===== config.mk =====
export PLATFORM = sky130hd
export DESIGN_NAME = countdown_timer_flat
export DESIGN_NICKNAME = d
export VERILOG_FILES = /design/src/rtl/countdown_timer_if.sv /design/src/rtl/countdown_timer.sv /design/src/flat_wrapper.sv
export SDC_FILE = /design/constraint.sdc
export NUM_CORES = 1
export LEC_CHECK = 0
export CAP_MARGIN = 20
export CORE_MARGIN = 2
export CORE_UTILIZATION = 50
export DETAILED_ROUTE_END_ITERATION = 8
export GPL_ROUTABILITY_DRIVEN = 0
export GPL_TIMING_DRIVEN = 0
export MAX_ROUTING_LAYER = met4
export PLACE_DENSITY = 0.86
export SYNTH_ARGS = -nofsm -noshare
export SYNTH_HDL_FRONTEND = slang
export SYNTH_SLANG_ARGS = --single-unit
export TNS_END_PERCENT = 50

===== constraint.sdc =====
create_clock -name clk -period 2.7 [get_ports clk]
set_input_delay 0.54 -clock clk [delete_from_list [all_inputs] [get_ports clk]]
set_output_delay 0.54 -clock clk [all_outputs]
set_load 0.05 [all_outputs]

===== src/rtl/countdown_timer_if.sv =====
// Control/status bundle for countdown_timer: command inputs from the host
// and count/state outputs back to it.
interface countdown_timer_if #(
  parameter int WIDTH       = 8,
  parameter int PRESC_WIDTH = 4
);
  logic                   start_i;
  logic                   stop_i;
  logic                   load_i;
  logic [WIDTH-1:0]       cnt_i;
  logic                   reload_en_i;
  logic [PRESC_WIDTH-1:0] presc_i;
  logic                   clr_i;
  logic [WIDTH-1:0]       cnt_o;
  logic                   busy_o;
  logic                   done_o;
  logic                   underflow_o;

  modport master (
    output start_i, stop_i, load_i, cnt_i, reload_en_i, presc_i, clr_i,
    input  cnt_o, busy_o, done_o, underflow_o
  );

  modport slave (
    input  start_i, stop_i, load_i, cnt_i, reload_en_i, presc_i, clr_i,
    output cnt_o, busy_o, done_o, underflow_o
  );
endinterface


===== src/rtl/countdown_timer.sv =====
// Prescaled down-counter with one-shot/auto-reload expiry, IDLE/RUN/DONE control
// and a registered one-cycle underflow pulse.
module countdown_timer #(
  parameter int WIDTH       = 8,
  parameter int PRESC_WIDTH = 4
) (
  input  logic               clk,
  input  logic               rst,
  countdown_timer_if.slave   tmr
);

  typedef enum logic [1:0] {
    IDLE = 2'd0,
    RUN  = 2'd1,
    DONE = 2'd2
  } state_e;

  state_e                 state_q, state_d;
  logic [WIDTH-1:0]       cnt_q, cnt_d;
  logic [WIDTH-1:0]       reload_q, reload_d;
  logic [PRESC_WIDTH-1:0] p_q, p_d;
  logic                   underflow_q, underflow_d;
  logic                   tick_s;

  // presc_i is compared live so lowering it mid-run ticks at once instead of wrapping
  assign tick_s = (state_q == RUN) && (p_q >= tmr.presc_i);

  // Next-state logic with priority stop > load > start > clr
  always_comb begin
    state_d     = state_q;
    cnt_d       = cnt_q;
    reload_d    = reload_q;
    p_d         = p_q;
    underflow_d = 1'b0;
    case (state_q)
      RUN: begin
        if (tmr.stop_i) begin
          state_d = IDLE;
          p_d     = PRESC_WIDTH'(0);
        end else begin
          if (tmr.load_i) begin
            reload_d = tmr.cnt_i;
          end else begin
            reload_d = reload_q;
          end
          if (tick_s) begin
            p_d = PRESC_WIDTH'(0);
            if (cnt_q != WIDTH'(0)) begin
              cnt_d = cnt_q - WIDTH'(1);
            end else begin
              underflow_d = 1'b1;
              if (tmr.reload_en_i) begin
                cnt_d = reload_q;
              end else begin
                state_d = DONE;
              end
            end
          end else begin
            p_d = p_q + PRESC_WIDTH'(1);
          end
        end
      end
      IDLE, DONE: begin
        if (tmr.stop_i) begin
          state_d = IDLE;
        end else begin
          if (tmr.load_i) begin
            reload_d = tmr.cnt_i;
            cnt_d    = tmr.cnt_i;
          end else begin
            reload_d = reload_q;
          end
          if (tmr.start_i) begin
            state_d = RUN;
            p_d     = PRESC_WIDTH'(0);
          end else if (tmr.clr_i && !tmr.load_i) begin
            state_d = IDLE;
          end else begin
            state_d = state_q;
          end
        end
      end
      default: begin
        state_d = IDLE;
      end
    endcase
  end

  // State and datapath registers
  always_ff @(posedge clk) begin
    if (rst) begin
      state_q     <= IDLE;
      cnt_q       <= WIDTH'(0);
      reload_q    <= WIDTH'(0);
      p_q         <= PRESC_WIDTH'(0);
      underflow_q <= 1'b0;
    end else begin
      state_q     <= state_d;
      cnt_q       <= cnt_d;
      reload_q    <= reload_d;
      p_q         <= p_d;
      underflow_q <= underflow_d;
    end
  end

  assign tmr.cnt_o       = cnt_q;
  assign tmr.busy_o      = (state_q == RUN);
  assign tmr.done_o      = (state_q == DONE);
  assign tmr.underflow_o = underflow_q;

endmodule


===== src/flat_wrapper.sv =====
// flat-port wrapper written by rule: the top's interface ports become plain ports
module countdown_timer_flat 
#(
  parameter int WIDTH       = 8,
  parameter int PRESC_WIDTH = 4
)
  (clk, rst, tmr_start_i, tmr_stop_i, tmr_load_i, tmr_cnt_i, tmr_reload_en_i, tmr_presc_i, tmr_clr_i, tmr_cnt_o, tmr_busy_o, tmr_done_o, tmr_underflow_o);
  countdown_timer_if #(.WIDTH(WIDTH), .PRESC_WIDTH(PRESC_WIDTH)) tmr_i ();
  input  logic clk;
  input  logic rst;
  input wire logic [$bits(tmr_i.start_i)-1:0] tmr_start_i;
  input wire logic [$bits(tmr_i.stop_i)-1:0] tmr_stop_i;
  input wire logic [$bits(tmr_i.load_i)-1:0] tmr_load_i;
  input wire logic [$bits(tmr_i.cnt_i)-1:0] tmr_cnt_i;
  input wire logic [$bits(tmr_i.reload_en_i)-1:0] tmr_reload_en_i;
  input wire logic [$bits(tmr_i.presc_i)-1:0] tmr_presc_i;
  input wire logic [$bits(tmr_i.clr_i)-1:0] tmr_clr_i;
  output wire logic [$bits(tmr_i.cnt_o)-1:0] tmr_cnt_o;
  output wire logic [$bits(tmr_i.busy_o)-1:0] tmr_busy_o;
  output wire logic [$bits(tmr_i.done_o)-1:0] tmr_done_o;
  output wire logic [$bits(tmr_i.underflow_o)-1:0] tmr_underflow_o;
  assign tmr_i.start_i = tmr_start_i;
  assign tmr_i.stop_i = tmr_stop_i;
  assign tmr_i.load_i = tmr_load_i;
  assign tmr_i.cnt_i = tmr_cnt_i;
  assign tmr_i.reload_en_i = tmr_reload_en_i;
  assign tmr_i.presc_i = tmr_presc_i;
  assign tmr_i.clr_i = tmr_clr_i;
  assign tmr_cnt_o = tmr_i.cnt_o;
  assign tmr_busy_o = tmr_i.busy_o;
  assign tmr_done_o = tmr_i.done_o;
  assign tmr_underflow_o = tmr_i.underflow_o;
  countdown_timer #(.WIDTH(WIDTH), .PRESC_WIDTH(PRESC_WIDTH)) u_core (.clk(clk), .rst(rst), .tmr(tmr_i));
endmodule

==> out/results.ini <==
[clock_network]
clockRootBuffer = clkbuf_4
clkTransAtPathRegs_ns = 0.13
cts_tree = built
cts_max_level = 1
cts_sinks = 23
cts_buffer_depth = 2
clock_latency_ns = 0.31
numCtsBuffers = 3

[yosys]
synth_top_family_by_area = compound AO/OA/AOI/OAI gates
muxShareOfSynthArea_pct = 10.86
synthDistinctLibCells = 38
ys_top_cells_by_area = dfxtp_1 (33%), mux2i_1 (10%), ha_1 (6.3%), a211oi_1 (5.9%), nor2_1 (3.8%)
synth.cell_area_um2 = 1394
synth-adder-area-share_pct = 6.284
synth_compound_area_share_pct = 23.88
ys_ff_latch = 23
synth_fp_nets = 184
synth.largest_area_cell = dfxtp_1
synth_common_cells = dfxtp_1 (23), mux2i_1 (14), nor2_1 (14), a211oi_1 (11), nand2_1 (11)
synth_simple_gate_area_share_pct = 19.30
avgSynthCellArea_um2 = 8.822
synthCells = 158
async_reset_ff_share_pct = 0
synth_most_common_cell = dfxtp_1
ys_seq_area_share_pct = 33.03
yosysWarnings = 0
ys.flop_type = dfxtp_1
synth-xor-area-share_pct = 1.257
synth_edf_count = 0
synth.top_cell.area_share_pct = 33.03

[finish]
nNetsFinal = 217
final_cell_area_um2 = 1748
fin_util_pct = 64.50
regArea_um2 = 460.4
fillers = 250
drive_gt1_share_pct = 6.842
diodes = 0
multiInputGateArea_um2 = 859.6
syn2layout_area_growth_pct = 25.40

[detailed_routing]
drt_pass1_iterations = 4
viasPerCell = 6.018
postRouteAntennaNets = 0
drc = 0
vias = 1330
detail_route.wirelength_um = 3465
wire_per_inst_um = 15.68
drt-initial-drc-count = 39

[placement]
place_hpwl_um = 2467
port_buffers = 28
post_dp_cell_area_um2 = 1713

[min_path]
hold_start = u_core.reload_q[1]
hold_path_class = reg -> reg

[sta]
tightestPinTransition_ns = 0.9984
post-route-period-util_pct = 94.23
max_freq_ghz = 0.3930
fin_skew_ns = 0.002122
period_needed_ns = 2.544
hold_ws_ns = 0.5090
finalHoldViolCount = 0
setup_viol = 0
slew_violations = 0
max_slew_margin_pct = 33.32
rsz0062_at_grt = false

[worst_setup_path]
cp_max_fo = 10
cp-endpoint = tmr_done_o
path_buf_inv = 3
cp_cell_sequence = buf_2 > clkbuf_2 > nor2b_1 > clkdlybuf4s50_1
start_kind = flip-flop
r2r_slack_ns = 0.33
r2r_cells = 7
path_delay_family = buffers and inverters
worst_r2r_endpoint = u_core.tmr.cnt_o[3]
cp.depth = 4
crit_start = u_core.state_q[0]
r2r_start = u_core.tmr.cnt_o[2]
timing_worst_setup_path_type = reg -> out
cp.arrival_ns = 2.00
critPathCaptureType = output port
max_stage_delay_ns = 0.81
crit_required_ns = 2.16
slowest_stage = clkdlybuf4s50_1

[pwr]
ir_drop_uv = 291.1
leakagePower_nw = 0.6890
p_per_area_nw_per_um2 = 452.4

[global_routing]
grt_max_degree = 13
overflow = 0
grt_pass1_vias = 1203
antenna_found_initial = 0
grt_use_total_pct = 23.00
grt_pass1_wl_um = 5692

[floorplan]
die_h_um = 56.80
die_area_um2 = 3226
ioPinCount = 30
dieWidth_um = 56.80
fp-row-count = 19
core_area_um2 = 2710
start_util_pct = 51.43

[status]
outcome = completed

[flow_run]
drv_cap = 0

[worst min-delay path by stage]
stage | cells past startpoint | slack (ns) | end
final | 2 | 0.51 | u_core.reload_q[1]
after global routing | 2 | 0.54 | u_core.reload_q[0]
after CTS | 2 | 0.52 | u_core.reload_q[0]
after detailed placement | 2 | 0.49 | u_core.reload_q[0]
after global placement | 2 | 0.47 | u_core.reload_q[3]
after floorplan | 2 | 0.45 | u_core.reload_q[3]
[area by class of cell]
type | instances | area share, %
Inverter | 8 | 1.718
Multi-Input combinational cell | 118 | 49.18
Clock buffer | 4 | 1.503
Sequential cell | 23 | 26.34
Tap cell | 31 | 2.219
Timing Repair Buffer | 29 | 16.61
Buffer | 8 | 2.434
[flip-flops by register name, indices dropped and copies added, names as in the netlist]
register	flops
u_core.tmr.underflow_o	1
u_core.reload_q	8
u_core.state_q	2
u_core.tmr.cnt_o	8
u_core.p_q	4
[cells by family after synthesis]
family                   after synthesis
flip-flops                            23
XOR/XNOR                               2
multiplexers                          15
buffers and inverters                 17
adder cells (fa/ha/maj)                7
AND/OR/NAND/NOR                       52
AO/OA/AOI/OAI                         42
[stage by stage]
| stage | setup TNS [ns] | setup WS, ns | total power, mW | cells |
|---|---|---|---|---|
| after floorplan | 0 | 0.2143 | 0.5464 | 158 |
| after global placement | -1.298 | -0.1869 | 0.6204 | 217 |
| after detailed placement | -1.806 | -0.2583 | 0.6266 | 217 |
| after CTS | 0 | 0.01893 | 0.7862 | 221 |
| after global routing | 0 | 0.06616 | 0.8228 | 221 |
| final | 0 | 0.1558 | 0.7908 | 221 |
[worst reg2reg max path, delay by kind of cell (launching register included)]
kind,cells,cell delay (ns)
AND/OR/NAND/NOR,2,0.88
buffers and inverters,2,0.38
AO/OA/AOI/OAI,1,0.10
multiplexers,2,0.49
flip-flops,1,0.40
[cells in the final DEF, fill, tap and decap left out, types with 2 or more instances in the layout]
cell,synthesis,routed
a21oi_1,5,5
a211oi_1,11,11
nand2b_1,8,8
clkdlybuf4s50_1,0,27
a31oi_1,3,3
a311oi_1,5,5
nand3_1,3,3
nand2_1,11,11
clkbuf_1,3,4
buf_2,3,3
o211ai_1,3,3
inv_1,8,8
nor4_1,2,2
nor2b_1,3,3
or4_1,2,2
nor2_1,14,14
nor3b_1,3,3
ha_1,7,7
xnor2_1,2,2
o21ai_0,4,4
or3_1,3,3
a2111o_1,2,2
dfxtp_1,23,23
mux2i_1,14,14
clkbuf_4,0,4
[metal layers]
| layer | vias up | routed length, um | global-route usage (%) |
|---|---|---|---|
| met4 | 0 | 66 | 6.645 |
| li1 | 656 | - | - |
| met5 | - | 0 | - |
| met2 | 49 | 1638 | 36.21 |
| met3 | 9 | 187 | 4.147 |
| met1 | 616 | 1572 | 30.34 |
[report_power, final]
part           total [mW]  internal, mW  switching (mW)
clock network       0.167        0.0578           0.109
registers           0.374         0.356          0.0180
logic               0.250         0.111           0.139
total               0.791         0.524           0.267
[what timing repair did]
item / in CTS / in global routing
resized for setup: 0 / 3
hold endpoints to repair: 0 / 0
setup buffers: 0 / 0
endpoints found under the setup margin: 0 / 9
hold buffers: 0 / 0
Note: power is estimated with default switching activity, not from simulation.
